File: config.mk
export PLATFORM = sky130hd
export DESIGN_NAME = vga_pixel_pipeline
export DESIGN_NICKNAME = d
export VERILOG_FILES = /design/src/rtl/vga_pixel_pipeline.sv
export SDC_FILE = /design/constraint.sdc
export NUM_CORES = 1
export LEC_CHECK = 0
export CORE_MARGIN = 1.5
export CORE_UTILIZATION = 54
export DETAILED_ROUTE_END_ITERATION = 8
export HOLD_SLACK_MARGIN = 0.12
export PLACE_DENSITY = 0.81
export SETUP_SLACK_MARGIN = 0.15
export SYNTH_ARGS = -nofsm -noshare
export SYNTH_HDL_FRONTEND = slang
export SYNTH_SLANG_ARGS = --single-unit
File: constraint.sdc
create_clock -name i_clk -period 3.3 [get_ports i_clk]
set_input_delay 0.66 -clock i_clk [delete_from_list [all_inputs] [get_ports i_clk]]
set_output_delay 0.66 -clock i_clk [all_outputs]
set_load 0.05 [all_outputs]
File: src/rtl/vga_pixel_pipeline.sv
// Three-strobe pixel pipeline after the VGA timing core: framebuffer address generation,
// indexed read capture, palette lookup to 6:6:6 RGB, with matching hsync/vsync delay.
module vga_pixel_pipeline #(
    parameter int unsigned FB_WIDTH = 160,
    parameter int unsigned X_SHIFT  = 2,
    parameter int unsigned Y_SHIFT  = 2,
    parameter int unsigned ADDR_W   = 15
) (
    input  logic              i_clk,
    input  logic              i_reset,
    input  logic              i_pixel_en,
    input  logic [9:0]        i_x_pixel,
    input  logic [9:0]        i_y_pixel,
    input  logic              i_drawing,
    input  logic              i_hsync,
    input  logic              i_vsync,
    output logic [ADDR_W-1:0] o_fb_addr,
    output logic              o_fb_rd,
    input  logic [3:0]        i_fb_data,
    input  logic              i_pal_we,
    input  logic [3:0]        i_pal_idx,
    input  logic [17:0]       i_pal_data,
    output logic [5:0]        o_red,
    output logic [5:0]        o_green,
    output logic [5:0]        o_blue,
    output logic              o_hsync,
    output logic              o_vsync
);

    localparam int unsigned COORD_W = 10;
    localparam int unsigned IDX_W   = 4;
    localparam int unsigned CH_W    = 6;
    localparam int unsigned PAL_W   = 3 * CH_W;
    localparam int unsigned PAL_N   = 16;
    localparam logic [COORD_W-1:0] Y_MASK = COORD_W'((1 << Y_SHIFT) - 1);

    function automatic logic [PAL_W-1:0] grey_entry(input logic [IDX_W-1:0] k);
        logic [CH_W-1:0] g;
        g = {k, k[3:2]};
        return {g, g, g};
    endfunction

    logic [ADDR_W-1:0] rb;
    logic [ADDR_W-1:0] rb_next;
    logic [ADDR_W-1:0] addr_next;

    logic [IDX_W-1:0]  idx_s2;
    logic              draw_s2;
    logic              hs_s1, vs_s1, hs_s2, vs_s2;
    logic              sync_primed;
    logic [PAL_W-1:0]  pal [PAL_N];

    // Row base advances by one framebuffer row at the first line of each scaled row.
    always_comb begin
        rb_next = rb;
        if (i_drawing && (i_x_pixel == '0)) begin
            if (i_y_pixel == '0) begin
                rb_next = '0;
            end else if ((i_y_pixel & Y_MASK) == '0) begin
                rb_next = rb + ADDR_W'(FB_WIDTH);
            end
        end
        addr_next = rb_next + ADDR_W'(i_x_pixel >> X_SHIFT);
    end

    // Stage 1: address generation.
    always_ff @(posedge i_clk) begin
        if (i_reset) begin
            rb        <= '0;
            o_fb_addr <= '0;
            o_fb_rd   <= 1'b0;
        end else if (i_pixel_en) begin
            rb        <= rb_next;
            o_fb_addr <= addr_next;
            o_fb_rd   <= i_drawing;
        end
    end

    // Stages 2 and 3: index capture and palette lookup.
    always_ff @(posedge i_clk) begin
        if (i_reset) begin
            idx_s2  <= '0;
            draw_s2 <= 1'b0;
            o_red   <= '0;
            o_green <= '0;
            o_blue  <= '0;
        end else if (i_pixel_en) begin
            idx_s2  <= i_fb_data;
            draw_s2 <= o_fb_rd;
            if (draw_s2) begin
                {o_red, o_green, o_blue} <= pal[idx_s2];
            end else begin
                {o_red, o_green, o_blue} <= '0;
            end
        end
    end

    // Sync delay line; the first strobe after reset fills it with the sampled inactive level.
    always_ff @(posedge i_clk) begin
        if (i_reset) begin
            hs_s1       <= 1'b1;
            vs_s1       <= 1'b1;
            hs_s2       <= 1'b1;
            vs_s2       <= 1'b1;
            o_hsync     <= 1'b1;
            o_vsync     <= 1'b1;
            sync_primed <= 1'b0;
        end else if (i_pixel_en) begin
            sync_primed <= 1'b1;
            hs_s1       <= i_hsync;
            vs_s1       <= i_vsync;
            if (!sync_primed) begin
                hs_s2   <= i_hsync;
                vs_s2   <= i_vsync;
                o_hsync <= i_hsync;
                o_vsync <= i_vsync;
            end else begin
                hs_s2   <= hs_s1;
                vs_s2   <= vs_s1;
                o_hsync <= hs_s2;
                o_vsync <= vs_s2;
            end
        end
    end

    // Palette registers; a same-cycle lookup sees the pre-write value.
    always_ff @(posedge i_clk) begin
        if (i_reset) begin
            for (int unsigned k = 0; k < PAL_N; k++) begin
                pal[IDX_W'(k)] <= grey_entry(IDX_W'(k));
            end
        end else if (i_pal_we) begin
            pal[i_pal_idx] <= i_pal_data;
        end
    end

endmodule

==> results of run 1 <==
what timing repair did:
item | CTS | global route
pin swaps | 4 | 6
setup buffers | 0 | 0
setup endpoints to repair | 3 | 8
gates resized for setup | 3 | 13
cells in the final DEF, fill, tap and decap left out, types with 19 or more instances in the layout:
cell and instances:
sky130_fd_sc_hd__nor2_1 64, sky130_fd_sc_hd__edfxtp_1 288, sky130_fd_sc_hd__a21oi_1 21, sky130_fd_sc_hd__and2_1 153, sky130_fd_sc_hd__clkdlybuf4s50_1 82, sky130_fd_sc_hd__nand2b_1 27, sky130_fd_sc_hd__clkbuf_16 37, sky130_fd_sc_hd__buf_4 73
sky130_fd_sc_hd__o21ai_1 20, sky130_fd_sc_hd__dfxtp_1 63, sky130_fd_sc_hd__mux4_2 90, sky130_fd_sc_hd__or3_1 124, sky130_fd_sc_hd__a22oi_1 19, sky130_fd_sc_hd__nand2_1 25
worst max-delay path: stages:
cell and delay [ns]:
sky130_fd_sc_hd__clkdlybuf4s50_1 0.42, sky130_fd_sc_hd__nor4_2 0.36, sky130_fd_sc_hd__nand2_2 0.11, sky130_fd_sc_hd__nor2_2 0.16, sky130_fd_sc_hd__nor2b_1 0.07, sky130_fd_sc_hd__ha_2 0.19, sky130_fd_sc_hd__fa_2 0.37, sky130_fd_sc_hd__a21o_1 0.18
sky130_fd_sc_hd__nand2_1 0.08, sky130_fd_sc_hd__a21oi_2 0.07, sky130_fd_sc_hd__o21ai_2 0.18, sky130_fd_sc_hd__nor3_2 0.06, sky130_fd_sc_hd__and4_1 0.21, sky130_fd_sc_hd__a311o_1 0.27
sequential cells by signal, indices dropped and copies added, names as in the netlist, 4 cells and up, named ones only:
register,cells
o_red,6
o_blue,6
rb,15
pal,288
idx_s2,4
o_green,6
o_fb_addr,15
how the worst min path moves through the flow:
stage / startpoint / end / slack (ns) / cells after the start
after global placement: rb[4] / rb[4] / 0.44 / 1
after detailed placement: rb[3] / rb[3] / 0.44 / 1
final: rb[3] / rb[3] / 0.46 / 1
after global routing: rb[3] / rb[3] / 0.46 / 1
after floorplan: rb[0] / rb[0] / 0.42 / 1
after CTS: rb[3] / rb[3] / 0.45 / 1
cells by family (layout without fill, tap and decap cells):
family | after synthesis | in the layout | share of synthesized area, %
AOI/OAI and AO/OA | 105 | 105 | 4.22
xor gates and xnor gates | 6 | 6 | 0.330
adders and majority gates | 10 | 10 | 0.834
buffers and inverters | 96 | 239 | 2.34
DFF | 353 | 353 | 62.5
muxes | 103 | 103 | 13.6
and+or+nand+nor | 445 | 445 | 16.2
power by group through the flow:
stage          Clock, W  Combinational, W  Sequential, W
2_1_floorplan         0          0.000493        0.00524
6_report        0.00383          0.000895        0.00514
4_1_cts         0.00389          0.000894        0.00514
3_5_place_dp          0          0.000883        0.00523
3_3_place_gp          0          0.000868        0.00521
5_1_grt         0.00406          0.000953        0.00516
stage by stage:
| stage | setup TNS, ns | area [um^2] | hold slack (ns) |
|---|---|---|---|
| 6_report | 0 | 18800 | 0.457 |
| 5_1_grt | 0 | 18800 | 0.463 |
| 4_1_cts | 0 | 18700 | 0.454 |
| 3_5_place_dp | -3.24 | 17600 | 0.436 |
| 3_3_place_gp | -2.05 | 17600 | 0.439 |
| 2_1_floorplan | -5.57 | 15900 | 0.421 |
final cells by class:
type / instances / area (um^2) / area share [%]
well taps: 384 / 480 / 2.55
repair buffers: 168 / 1570 / 8.34
flip-flops and latches: 353 / 9960 / 52.9
clock inverters: 20 / 140 / 0.745
clock buffers: 48 / 967 / 5.14
multi-input cells: 669 / 5680 / 30.2
inverters: 3 / 11.3 / 0.0599
metal layers:
| layer | wire length, um | vias up |
|---|---|---|
| li1 | - | 4489 |
| met2 | 18100 | 437 |
| met4 | 624 | 0 |
| met1 | 15000 | 5022 |
| met3 | 2790 | 59 |
| met5 | 0 | - |
==> results by stage, run 1 <==
Die:
- For this design the top-level I/O count stands at 89.
- Measured along the y axis, the die boundary spans 175 um.
- The full die area is 30500 um^2.
- The site row count is 62.
- For this configuration, the core starts out at a cell density of 55.1%.
- Measured along the x axis, the die boundary spans ~170 um.
- The area of the core is around 29000 um^2.

Routing:
- The number of nets with antenna violations after routing is 0.
- The first TritonRoute pass finished after 5 iterations.
- Summed over all layers, the routed wires come to about 37000 um.
- After the first detailed-routing iteration, the DRC count stood at 990.
- The detailed-route DRC error count is 0.
- After detailed routing, the average wire length per cell comes to 22.2 um.
- The number of vias per cell is between 6 and 7.
- The total number of vias is 10000.

STA:
- The transition time at the pin with the least slew margin is 1.02 ns.
- Setup repair after global routing left no endpoint under its margin.
- The highest clock rate is 336 MHz.
- The post-layout worst setup margin is between 0.3 and 0.4 ns.
- Setup violations remaining at the end of the flow were counted as 0.
- The hold violation total from the final report is 0.
- Headroom to the max-slew limit came out at 31.6%.
- The clock tree skew after final layout is about 0.014 ns.
- The number of pins exceeding their max-slew limit in the final report is 0.
- The final period utilization is ~90%.
- The final critical path time including I/O delays and setup is just under 3 ns.

Power and ir drop:
- The static leakage is about 6.3 nW.
- The maximum VDD drop is 0.367 mV.
- In this run the power spent charging and discharging nets is roughly 0.0023 W.
- The share of total power dissipated in combinational logic is 9.1%.
- The power density relative to cell area is 525 nW/um^2.
- The sequential group share of total power is 52.1%.
- The internal power of the cells is 0.00761 W.
- The total power is roughly 0.0099 W.
- The clock network burns 38.8% of the power.
- The switching portion of total power is a little under a quarter.

Layout:
- Relative to the synthesized area, the layout overhead comes to 18.2%.
- Measured on the finished design, the core utilization comes to 65.2%.
- The number of fillers in the final layout is 2030.
- 0 antenna diodes ended up in the layout.
- The layout net count is between 1000 and 1500.
- The number of standard cells in the final layout excluding fillers is about 1600.
- The share of layout cells above drive strength 1 is 19.4%.

Clock network:
- TritonCTS built the clock tree.
- Clock tree synthesis inserted a total of 37 buffers.
- In this run the deepest clock path goes through 3 buffers.
- The later-pin clock latency in the skew report is around 0.53 ns.
- The cell sitting at the root of the clock tree is a sky130_fd_sc_hd__clkbuf_16.
- After clock tree synthesis, the flow added hold-fix buffers numbering 0.
- The clock-pin slew on the worst setup and hold paths is 0.05 ns.
- The clock tree synthesis step divided the H-tree into 2 levels.
- Counting every sink on the clock net gives about 350.

Critical path:
- Of all nets on the critical path, the largest fanout is 2.
- The launching point of the worst reg2reg path is rb[5].
- The critical path ends at o_fb_addr[12].
- The required time at the worst-slack endpoint is 3.71 ns.
- The worst setup path is of the primary input to register kind.
- The internal reg-to-reg setup slack is 0.74 ns.
- The worst setup path is launched from a primary input.
- For the worst setup path, the data arrival time is 3.39 ns.
- STA classifies the critical path endpoint as a register.
- The worst flop-to-flop path endpoint is o_fb_addr[12].
- The length in cells of the worst reg-to-reg path is 12.
- Tracing the worst setup path back leads to its startpoint at i_y_pixel[3].

GRT:
- The number of global-route vias before repair is 9932.
- The all-layer global routing usage is 24.6%.
- The most congested layer reported by global routing is met2.
- Global routing consumed, on the met1 layer, 34.3% of the routing resources.
- The pin count of the biggest net entering global routing is 56.
- The residual overflow from global routing is 0.
- The number of antenna violations at the first check in global routing is 0.
- In the global route stage, met2 resource usage came out at 40.9%.
- The global-route wire length before repair is 57500 um.
- The met3 track demand over resource is 3.76%.

Worst hold path:
- The path class of the tightest hold or removal check is register to register.

Place:
- Buffers placed on the I/O ports in this run total 88.
- The sum of net half-perimeters after detailed placement is 23400 um.
- The global placer's final weighted congestion is 0.862.
- Including well taps, the total number of placed cells is ~1600.
- The worst setup timing slack at the placement stage is -0.461 ns.

Synth:
- Ranked by instance count, the synthesized netlist is headed by 288 x sky130_fd_sc_hd__edfxtp_1, 153 x sky130_fd_sc_hd__and2_1, 124 x sky130_fd_sc_hd__or3_1, 90 x sky130_fd_sc_hd__mux4_2, 79 x sky130_fd_sc_hd__clkbuf_1.
- By area the synthesized netlist is led by sky130_fd_sc_hd__edfxtp_1 54%, sky130_fd_sc_hd__mux4_2 13%, sky130_fd_sc_hd__dfxtp_1 8.2%.
- The flip-flop and latch count after synthesis is between 300 and 400.
- The biggest area contributor in the post-synthesis netlist is sky130_fd_sc_hd__edfxtp_1.
- The portion of the post-synthesis area used by sequential elements is 62.5%.
- The Yosys step of the flow raised 0 warnings.
- The fraction of post-synthesis cell area in the top cell type by area is 54.4%.
- Among all cell types in the netlist, the one instantiated most often is sky130_fd_sc_hd__edfxtp_1.
- The synthesized netlist contains 52 unique library cells.
- In this run the cell area of the synthesized design comes to about 16000 um^2.
- Synthesis produced a netlist with a net count of 1181.
- The number of cells produced by synthesis is 1118.
- The mean instance size in the synthesized netlist is 14.2 um^2.
- The fraction of registers with async set or reset after synthesis is 0%.
- The most used flip-flop cell after synthesis is sky130_fd_sc_hd__edfxtp_1.
- Counting flops with a built-in enable in the synthesized netlist gives 288.

Job:
- The number of maximum-capacitance violations is 0.

Run status:
- The flow ran to the end, and the final reports show no timing, DRC or antenna violations.
No activity file was read; power rests on OpenSTA's default activity.
==> inputs of run 2 (changes only) <==
- SETUP_SLACK_MARGIN: 0.15 -> not set
==> results by stage, run 2 (synthesis gave the netlist of run 1 again) <==
Layout:
- pal holds more flip-flops than any other register.
- The largest registers in the layout are pal (288), o_fb_addr (15), rb (15).
- The register with the most flip-flops in the layout has between 200 and 300 of them.
- The number of fillers in the final layout is 1962.
- The most common library cell in the layout ignoring fill and taps is sky130_fd_sc_hd__edfxtp_1.
- The layout net count is about 1300.
- The repair_antennas step left the layout with diodes totalling 0.
- The area growth from synthesis to layout is 18.8%.
- The post-route standard cell area excluding fillers is 18900 um^2.
- In the final layout, the share of cells above drive strength 1 is 20.1%.
- The top cell types in the final layout, fill and taps aside, are 288 x sky130_fd_sc_hd__edfxtp_1, 153 x sky130_fd_sc_hd__and2_1, 124 x sky130_fd_sc_hd__or3_1.

Critical path:
- STA classifies the critical path startpoint as a primary input.
- The length in cells of the worst reg-to-reg path is 12.
- The worst register-to-register path ends at o_fb_addr[11].
- Across all register-to-register paths, the minimum setup slack is 0.76 ns.
- The classification of the worst setup path is primary input to register.
- For the worst setup path, the data required time is roughly 3.7 ns.
- The type of destination of the critical path is a register.
- The worst path arrival time is around 3.5 ns.
- The largest fanout on the critical path is 2.
- In this run the critical register-to-register path is launched from rb[5].

STA:
- The final period utilization is 95.1%.
- The final critical path time including I/O delays and setup is 3.14 ns.
- Across all hold checks on the routed design, the worst slack comes to 0.458 ns.
- In the final timing run, aggregate negative setup slack is 0 ns.
- Setup repair after global routing could not meet its margin everywhere.
- The highest clock rate is 319 MHz.
- The hold violation total from the final report came to 0.
- The count of endpoints failing setup in the final report is 0.
- At the pin with the least slew margin, the transition time is 0.904 ns.
- The worst pin sits at a relative slew slack of 39.7%.
- Clock skew on the completed layout was measured at 0.0217 ns.
- The number of pins exceeding their max-slew limit in the final report is 0.

GRT:
- The first global-routing pass estimated ~58000 um of wire.
- Global routing finished with a remaining overflow of 0.
- The all-layer global routing usage is 24.5%.
- Entering global routing, the biggest net connects 73 pins.
- The number of antenna violations at the first check in global routing was 1.
- The number of global-route vias before repair is 10100.

Clock network:
- The clock net in this run drives a total of 353 sinks.
- TritonCTS built the clock tree.
- The longest clock path from root to sink contains 3 buffers.
- The count of hold-fix buffers inserted at cts is 0.
- For the worst-skew pair, the clock arrives at the later sink with an insertion delay of roughly 0.52 ns.
- The number of CTS-inserted buffers is 37.
- The H-tree was split into 2 levels.
- After clock tree synthesis, the clock-pin slew on the worst setup and hold paths is ~0.06 ns.
- In this run the clock root is driven by a sky130_fd_sc_hd__clkbuf_16.

Place:
- Once detailed placement completed, the half-perimeter wirelength came to 23800 um.
- The quantity of I/O buffers inserted on ports is just under 90.
- Routability-driven placement finished with a final weighted congestion of approximately 0.9.
- The post-placement cell area is 17700 um^2.

Routing:
- The number of vias per cell is between 6 and 7.
- For this run, the detailed router's first-pass iteration total came to 7.
- The number of nets with antenna violations after routing is 0.
- The detailed-route DRC error count is 0.
- The average wire length per cell after detail routing is 22.3 um.
- For this block, the initial DRC count from the detailed router was 1098.
- The total wirelength of the detailed-routed design is 36600 um.
- Detailed routing inserted a total of 10000 vias.

Power and ir drop:
- The power density relative to cell area is 534 nW/um^2.
- IR analysis of the VDD net gives a maximum drop of 0.407 mV.
- In this run the static leakage power is 6.33 nW.

Worst hold path:
- Counting instances, the worst hold path has a depth of 1.
- The startpoint identified for the worst hold timing path is rb[2].
- For hold timing, the worst endpoint is rb[2].
- The class of the most critical hold timing path is register to register.

Die:
- In this run the horizontal extent of the chip is 175 um.
- The core region is 28900 um^2.
- The die covers 30500 um^2.
- The die boundary height is 175 um.
- Once the floorplan was initialized, standard cells occupied 55.1% of the core.
- 89 I/O pins were placed.
- The floorplan has slightly above 60 rows.

Job:
- The number of maximum-capacitance violations is 0.

Run status:
- The flow ran to the end, and the final reports show no timing, DRC or antenna violations.
## run 2: worst max path at each step
| stage | end | cells after the start | from | slack (ns) |
|---|---|---|---|---|
| 2_1_floorplan | pal[2][0] | 7 | i_reset | -0.11 |
| 3_3_place_gp | o_fb_addr[12] | 14 | i_y_pixel[7] | -0.37 |
| 3_5_place_dp | o_fb_addr[12] | 14 | i_y_pixel[7] | -0.48 |
| 4_1_cts | o_fb_addr[12] | 14 | i_y_pixel[7] | 0.05 |
| 5_1_grt | o_fb_addr[12] | 14 | i_x_pixel[6] | -0.02 |
| 6_report | o_fb_addr[12] | 14 | i_x_pixel[6] | 0.16 |
## run 2: where the power goes
group          total [W]  switching (W)  internal [W]
clock network    0.00406        0.00166       0.00240
registers        0.00514      0.0000960       0.00504
logic           0.000895       0.000492      0.000403
total             0.0101        0.00225       0.00785
## run 2: area by class of cell
type                    instances  area (um^2)  share of cell area (%)
clock buffers                  50         1020                    5.39
flip-flops and latches        353         9960                    52.7
repair buffers                168         1600                    8.45
clock inverters                13          150                   0.794
multi-input cells             669         5690                    30.1
inverters                       3         11.3                  0.0596
well taps                     384          480                    2.54
## run 2: metrics by stage
stage / instances / power [W] / util [%] / worst slack [ns]
detailed placement: 1576 / 0.00612 / 61.3 / -0.475
global route: 1640 / 0.0104 / 65.5 / -0.0170
floorplan: 1118 / 0.00573 / - / -0.107
CTS: 1639 / 0.0101 / 65.4 / 0.0534
global placement: 1576 / 0.00609 / 61.3 / -0.374
finish: 1640 / 0.0101 / 65.5 / 0.162
## run 2: worst max-delay path: stages
cell                              delay (ns)
sky130_fd_sc_hd__clkdlybuf4s50_1        0.45
sky130_fd_sc_hd__nor4_2                 0.33
sky130_fd_sc_hd__nand4_1                0.18
sky130_fd_sc_hd__nor2_2                 0.16
sky130_fd_sc_hd__nor2b_1                0.06
sky130_fd_sc_hd__ha_1                   0.21
sky130_fd_sc_hd__fa_1                   0.42
sky130_fd_sc_hd__a21o_1                 0.18
sky130_fd_sc_hd__nand2_1                0.06
sky130_fd_sc_hd__a21oi_1                0.10
sky130_fd_sc_hd__o21ai_2                0.19
sky130_fd_sc_hd__nor3_2                 0.06
sky130_fd_sc_hd__and4_1                 0.21
sky130_fd_sc_hd__a311o_1                0.26
## run 2: timing repair
| item | CTS | global route |
|---|---|---|
| buffers inserted | 0 | 1 |
| resized for setup | 0 | 6 |
| setup endpoints to repair | 0 | 8 |
| endpoints found under the hold margin | 0 | 0 |
## run 2: layer usage
metal | vias up | wire length (um) | GRT usage [%]
met1 | 5017 | 14800 | 33.1
met3 | 64 | 2990 | 4.09
met5 | - | 8 | 0
met4 | 2 | 728 | 7.26
met2 | 487 | 18100 | 41.2
li1 | 4466 | - | -
